--- src/rtl/melody_pkg.sv ---
`default_nettype none
// ============================================================================
// Module   : melody_pkg
// Brief    : Shared constants for the audio/melody path (divider, meter).
// Revision : 1.0
// ============================================================================
package melody_pkg;

    localparam int CLK_HZ = 100_000_000;
    localparam int DIV_W  = 32;

endpackage
`default_nettype wire

--- src/rtl/sync_edge_det.sv ---
`default_nettype none
// ============================================================================
// Module   : sync_edge_det
// Brief    : Multi-flop synchronizer with rising-edge detect on its output.
// Revision : 1.0
// ============================================================================
module sync_edge_det #(
    parameter int STAGES = 2
) (
    input  logic clk,
    input  logic rst,
    input  logic d,
    output logic q,
    output logic rise
);

    logic [STAGES-1:0] sync_ff;
    logic              prev;

    always_ff @(posedge clk) begin
        if (rst) begin
            sync_ff <= '0;
            prev    <= 1'b0;
        end else begin
            sync_ff <= {sync_ff[STAGES-2:0], d};
            prev    <= sync_ff[STAGES-1];
        end
    end

    assign q    = sync_ff[STAGES-1];
    assign rise = q & ~prev;

endmodule
`default_nettype wire

--- src/rtl/freq_meter.sv ---
`default_nettype none
// ============================================================================
// Module   : freq_meter
// Brief    : Counts rising edges of an async input over back-to-back gate windows.
// Revision : 1.0
// ============================================================================
module freq_meter
    import melody_pkg::*;
#(
    parameter int GATE_CYCLES = CLK_HZ,
    parameter int CNT_W       = DIV_W,
    parameter int SYNC_STAGES = 2
) (
    input  logic             clk,
    input  logic             rst,
    input  logic             en,
    input  logic             sig_in,
    output logic [CNT_W-1:0] freq,
    output logic             freq_valid,
    output logic             overflow,
    output logic             busy
);

    localparam int                GATE_W    = $clog2(GATE_CYCLES);
    localparam logic [GATE_W-1:0] GATE_LAST = GATE_W'(GATE_CYCLES - 1);
    localparam logic [CNT_W-1:0]  CNT_MAX   = '1;

    localparam logic [0:0] ST_IDLE = 1'b0;
    localparam logic [0:0] ST_RUN  = 1'b1;

    logic [0:0]        state;
    logic [0:0]        state_nxt;
    logic              win_start;
    logic              win_close;

    logic [GATE_W-1:0] gate_cnt;
    logic [CNT_W-1:0]  edge_cnt;
    logic [CNT_W-1:0]  edge_nxt;
    logic              sat;
    logic              sat_now;
    logic              sig_sync;
    logic              sig_rise;

    sync_edge_det #(
        .STAGES (SYNC_STAGES)
    ) u_sync (
        .clk  (clk),
        .rst  (rst),
        .d    (sig_in),
        .q    (sig_sync),
        .rise (sig_rise)
    );

    // Saturating edge count including the edge seen this cycle
    assign sat_now  = sig_rise & (edge_cnt == CNT_MAX);
    assign edge_nxt = (sig_rise && !sat_now) ? edge_cnt + 1'b1 : edge_cnt;

    always_ff @(posedge clk) begin
        if (rst) begin
            state <= ST_IDLE;
        end else begin
            state <= state_nxt;
        end
    end

    always_comb begin
        state_nxt = state;
        win_start = 1'b0;
        win_close = 1'b0;
        case (state)
            ST_IDLE: begin
                if (en) begin
                    state_nxt = ST_RUN;
                    win_start = 1'b1;
                end
            end
            ST_RUN: begin
                if (!en) begin
                    state_nxt = ST_IDLE;
                end else if (gate_cnt == GATE_LAST) begin
                    win_close = 1'b1;
                end
            end
            default: state_nxt = ST_IDLE;
        endcase
    end

    // Closing a window restarts the counters in place: the next window
    // begins on the very next cycle without leaving RUN.
    always_ff @(posedge clk) begin
        if (rst) begin
            gate_cnt   <= '0;
            edge_cnt   <= '0;
            sat        <= 1'b0;
            freq       <= '0;
            freq_valid <= 1'b0;
            overflow   <= 1'b0;
        end else begin
            freq_valid <= 1'b0;
            if (win_start) begin
                gate_cnt <= '0;
                edge_cnt <= '0;
                sat      <= 1'b0;
            end else if (win_close) begin
                freq       <= edge_nxt;
                overflow   <= sat | sat_now;
                freq_valid <= 1'b1;
                gate_cnt   <= '0;
                edge_cnt   <= '0;
                sat        <= 1'b0;
            end else if (state == ST_RUN) begin
                gate_cnt <= gate_cnt + 1'b1;
                edge_cnt <= edge_nxt;
                sat      <= sat | sat_now;
            end
        end
    end

    assign busy = (state == ST_RUN);

    // The synchronized level itself is not needed here, only its edges
    logic unused_ok;
    assign unused_ok = sig_sync;

endmodule
`default_nettype wire

--- config.mk ---
export PLATFORM = sky130hd
export DESIGN_NAME = freq_meter
export DESIGN_NICKNAME = d
export VERILOG_FILES = /design/src/rtl/melody_pkg.sv /design/src/rtl/sync_edge_det.sv /design/src/rtl/freq_meter.sv
export SDC_FILE = /design/constraint.sdc
export NUM_CORES = 1
export LEC_CHECK = 0
export ABC_AREA = 1
export CAP_MARGIN = 40
export CORE_MARGIN = 1.5
export CORE_UTILIZATION = 40
export DETAILED_ROUTE_END_ITERATION = 12
export GPL_TIMING_DRIVEN = 1
export SLEW_MARGIN = 20
export SYNTH_ARGS = -nofsm -noshare
export SYNTH_HDL_FRONTEND = slang
export SYNTH_SLANG_ARGS = --single-unit
--- constraint.sdc ---
create_clock -name clk -period 3.4 [get_ports clk]
set_clock_uncertainty 0.15 [all_clocks]
set_input_delay 0.34 -clock clk [delete_from_list [all_inputs] [get_ports clk]]
set_output_delay 0.34 -clock clk [all_outputs]
set_load 0.03 [all_outputs]
==> results.toml <==
[place]
pre_cts_ws_ns = 0.799
placed_cells_incl_taps = 1124
dp_hpwl_mm = 10.0
gp_congestion = 0.858
io_buffers = 38

[synthesis]
ys_types = 32
avgSynthCellArea_sq_um = 6.08
synth_top_family_by_area = "simple AND/OR/NAND/NOR gates"
synth_fa_ha_area_share_pct = 0.443
synthXorXnorAreaFrac_pct = 3.10
synthesis.area_sq_um = 5650
synthCells = 929
synth_nets = 935
yosysWarnings = 0
yosysSeqAreaShare_pct = 34.7
synth-compound-area-share_pct = 3.88
synth-seq-cells = 98
muxShareOfSynthArea_pct = 0
synthSimpleGateAreaFrac_pct = 47.4

[cts]
cts.repair.resized = 0
clock_path_buffers = 2
cts_tree = "done"
htree_levels = 3
cts_buffers = 9
cts_sinks = 98
cts_setup_buffers = 0
worstSkewPairLatency_ns = 0.35
clk_pin_slew_worst_paths_ns = 0.07
postCtsHoldBufs = 0
clockRootBuffer = "clkbuf_16"

[timing]
max_freq_mhz = 393
relSlewSlack_pct = 58.3
setup_viol = 0
period_share_pct = 74.8
worst_pin_slew_ns = 0.624
final-max-slew-violation-count = 0
setup_slack_ns = 0.858
tns_ns = 0
rsz0062_at_grt = "no"
hold_violations = 0
layout_min_cycle_time_ns = 2.54

[worst_setup_path]
arrival_ns = 2.05
required_ns = 2.91
crit_type = "register to output port"
worstSetupEndpointType = "output port"
critPathMaxStageDelay_ns = 0.78
ff2ff_setup_slack_ns = 0.93
path_max_fanout = 54
slowest_stage = "clkdlybuf4s50_1"
crit_chain = "buf_4, clkdlybuf4s50_1"
cp-start-kind = "register"

[final_layout]
multiInputGateArea_sq_um = 3090
fillers = 1428
n_antenna_cell = 0
fin_nets = 961
regArea_sq_um = 1960
syn_to_final_growth_pct = 15.0
fin_cells = 1140
drive_gt1_share_pct = 6.04

[power_and_ir_drop]
ir_worst_vdd_uv = 318
powerDensity_nw_per_um2 = 369
p_leak_uw = 0.00272

[global_routing]
grt_pass1_wl_mm = 23.5
grt_use_total_pct = 19.9
grt_pass1_vias = 4770
grt_overflow = 0
grt_start_max_net_pins = 55
antenna_found_initial = 0

[detailed_routing]
post-route-drc-count = 0
first_pass_iters = 4
ant_nets = 0
drt-initial-drc-count = 343
via_count = 5447
drt-total-wl_mm = 13.9
drt-vias-per-instance = 4.78
post_drt_wl_per_cell_um = 12.2

[floorplan]
rows = 43
fp.dieH_um = 122
initial_core_util_pct = 40.8
dieArea_sq_um = 14800
core-area_sq_um = 13800
io_pins = 39
die_x_um = 122

[job]
drv_cap = 0

[status]
status = "finished, final reports clean"

[hold_path]
hold_path_class = "register to register"
==> layer usage <==
layer,track usage [%],vias up,routed length [um]
met2,31.6,96,6180
met4,4.34,0,162
met1,27.5,2421,6950
li1,-,2917,-
met3,4.68,13,612
met5,0,-,0
==> Yosys cell counts, drive strengths merged <==
master,count,area (sq um)
a21oi,33,165
a31oi,1,6.26
buf,21,113
clkbuf,8,30.0
dfxtp,98,1960
ha,2,25.0
inv,119,449
nand2,289,1160
nand3,90,463
nand3b,7,52.6
nand4,16,100
nor2,201,812
nor3,10,55.1
nor3b,3,22.5
nor4,1,6.26
o21a,1,7.51
o21ai,8,40.0
or2,1,6.26
xnor2,10,87.6
xor2,10,87.6
==> registers in the layout, indices dropped and copies added, names as in the netlist <==
name,flops
edge_cnt,32
freq,32
gate_cnt,27
u_sync.sync_ff,2
busy,1
freq_valid,1
overflow,1
sat,1
u_sync.prev,1
==> critical path, delay by kind of cell (launching register included) <==
family   cells  cell delay, ns
flops        1            0.38
buf+inv      2            1.31
==> cells by family (layout without fill, tap and decap cells) <==
logic type      Yosys count  count (layout)
compound gates           43              43
buf+inv                 148             179
flops                    98              98
fa+ha+maj                 2               2
simple gates            618             618
xor+xnor                 20              20
==> where the power goes <==
part / internal (uW) / switching [uW] / total [uW]
Combinational: 45.4 / 92.6 / 138
Clock: 613 / 453 / 1070
Sequential: 1170 / 25.2 / 1190
Total: 1820 / 571 / 2400
==> cells in the final DEF (no fill, tap or decap), types with 2 or more instances in the layout <==
master	synthesis	routed
nor3_1	9	9
nor2_1	193	193
nand2_2	16	16
nand4_1	16	16
nor2_4	2	2
clkdlybuf4s50_1	0	38
nand3b_1	7	7
nand3_1	89	89
xor2_1	10	10
buf_4	0	4
buf_12	0	2
clkinv_4	0	2
dfxtp_1	98	97
ha_1	2	2
nor2_8	2	2
nand2_4	2	2
inv_1	114	114
clkbuf_16	0	9
nor3b_1	3	3
xnor2_1	10	10
nand2_1	270	270
nor2_2	4	4
clkinvlp_4	0	2
o21ai_0	8	8
clkbuf_8	0	2
inv_2	4	4
a21oi_1	33	33
==> cell type report <==
cell class                 count  area share, %
multi-input combinational    683           47.6
sequential                    98           30.2
timing repair buffer          44           6.93
inverter                     119           6.91
clock buffer                  11           3.89
tap                          180           3.47
clock inverter                 5          0.963
==> worst paths after layout <==
kind,start,end,cells past startpoint
worst max-delay path,busy$_SDFF_PP0_,busy,2
worst max register to register,gate_cnt[1]$_SDFFE_PP0P_,gate_cnt[21]$_SDFFE_PP0P_,10
worst min-delay path,u_sync.sync_ff[0]$_SDFF_PP0_,u_sync.sync_ff[1]$_SDFF_PP0_,2
worst min register to register,u_sync.sync_ff[0]$_SDFF_PP0_,u_sync.sync_ff[1]$_SDFF_PP0_,2
==> stage by stage <==
stage               hold slack, ns  utilization [%]  power [uW]  cell area [sq um]
finish                       0.252             47.0        2400               6500
global route                 0.285             47.0        2500               6500
CTS                          0.254             47.0        2440               6500
detailed placement           0.245             44.7        1360               6180
global placement             0.242             44.7        1350               6180
floorplan                    0.238                -        1320               5650
No activity file was read; power rests on OpenSTA's default activity.
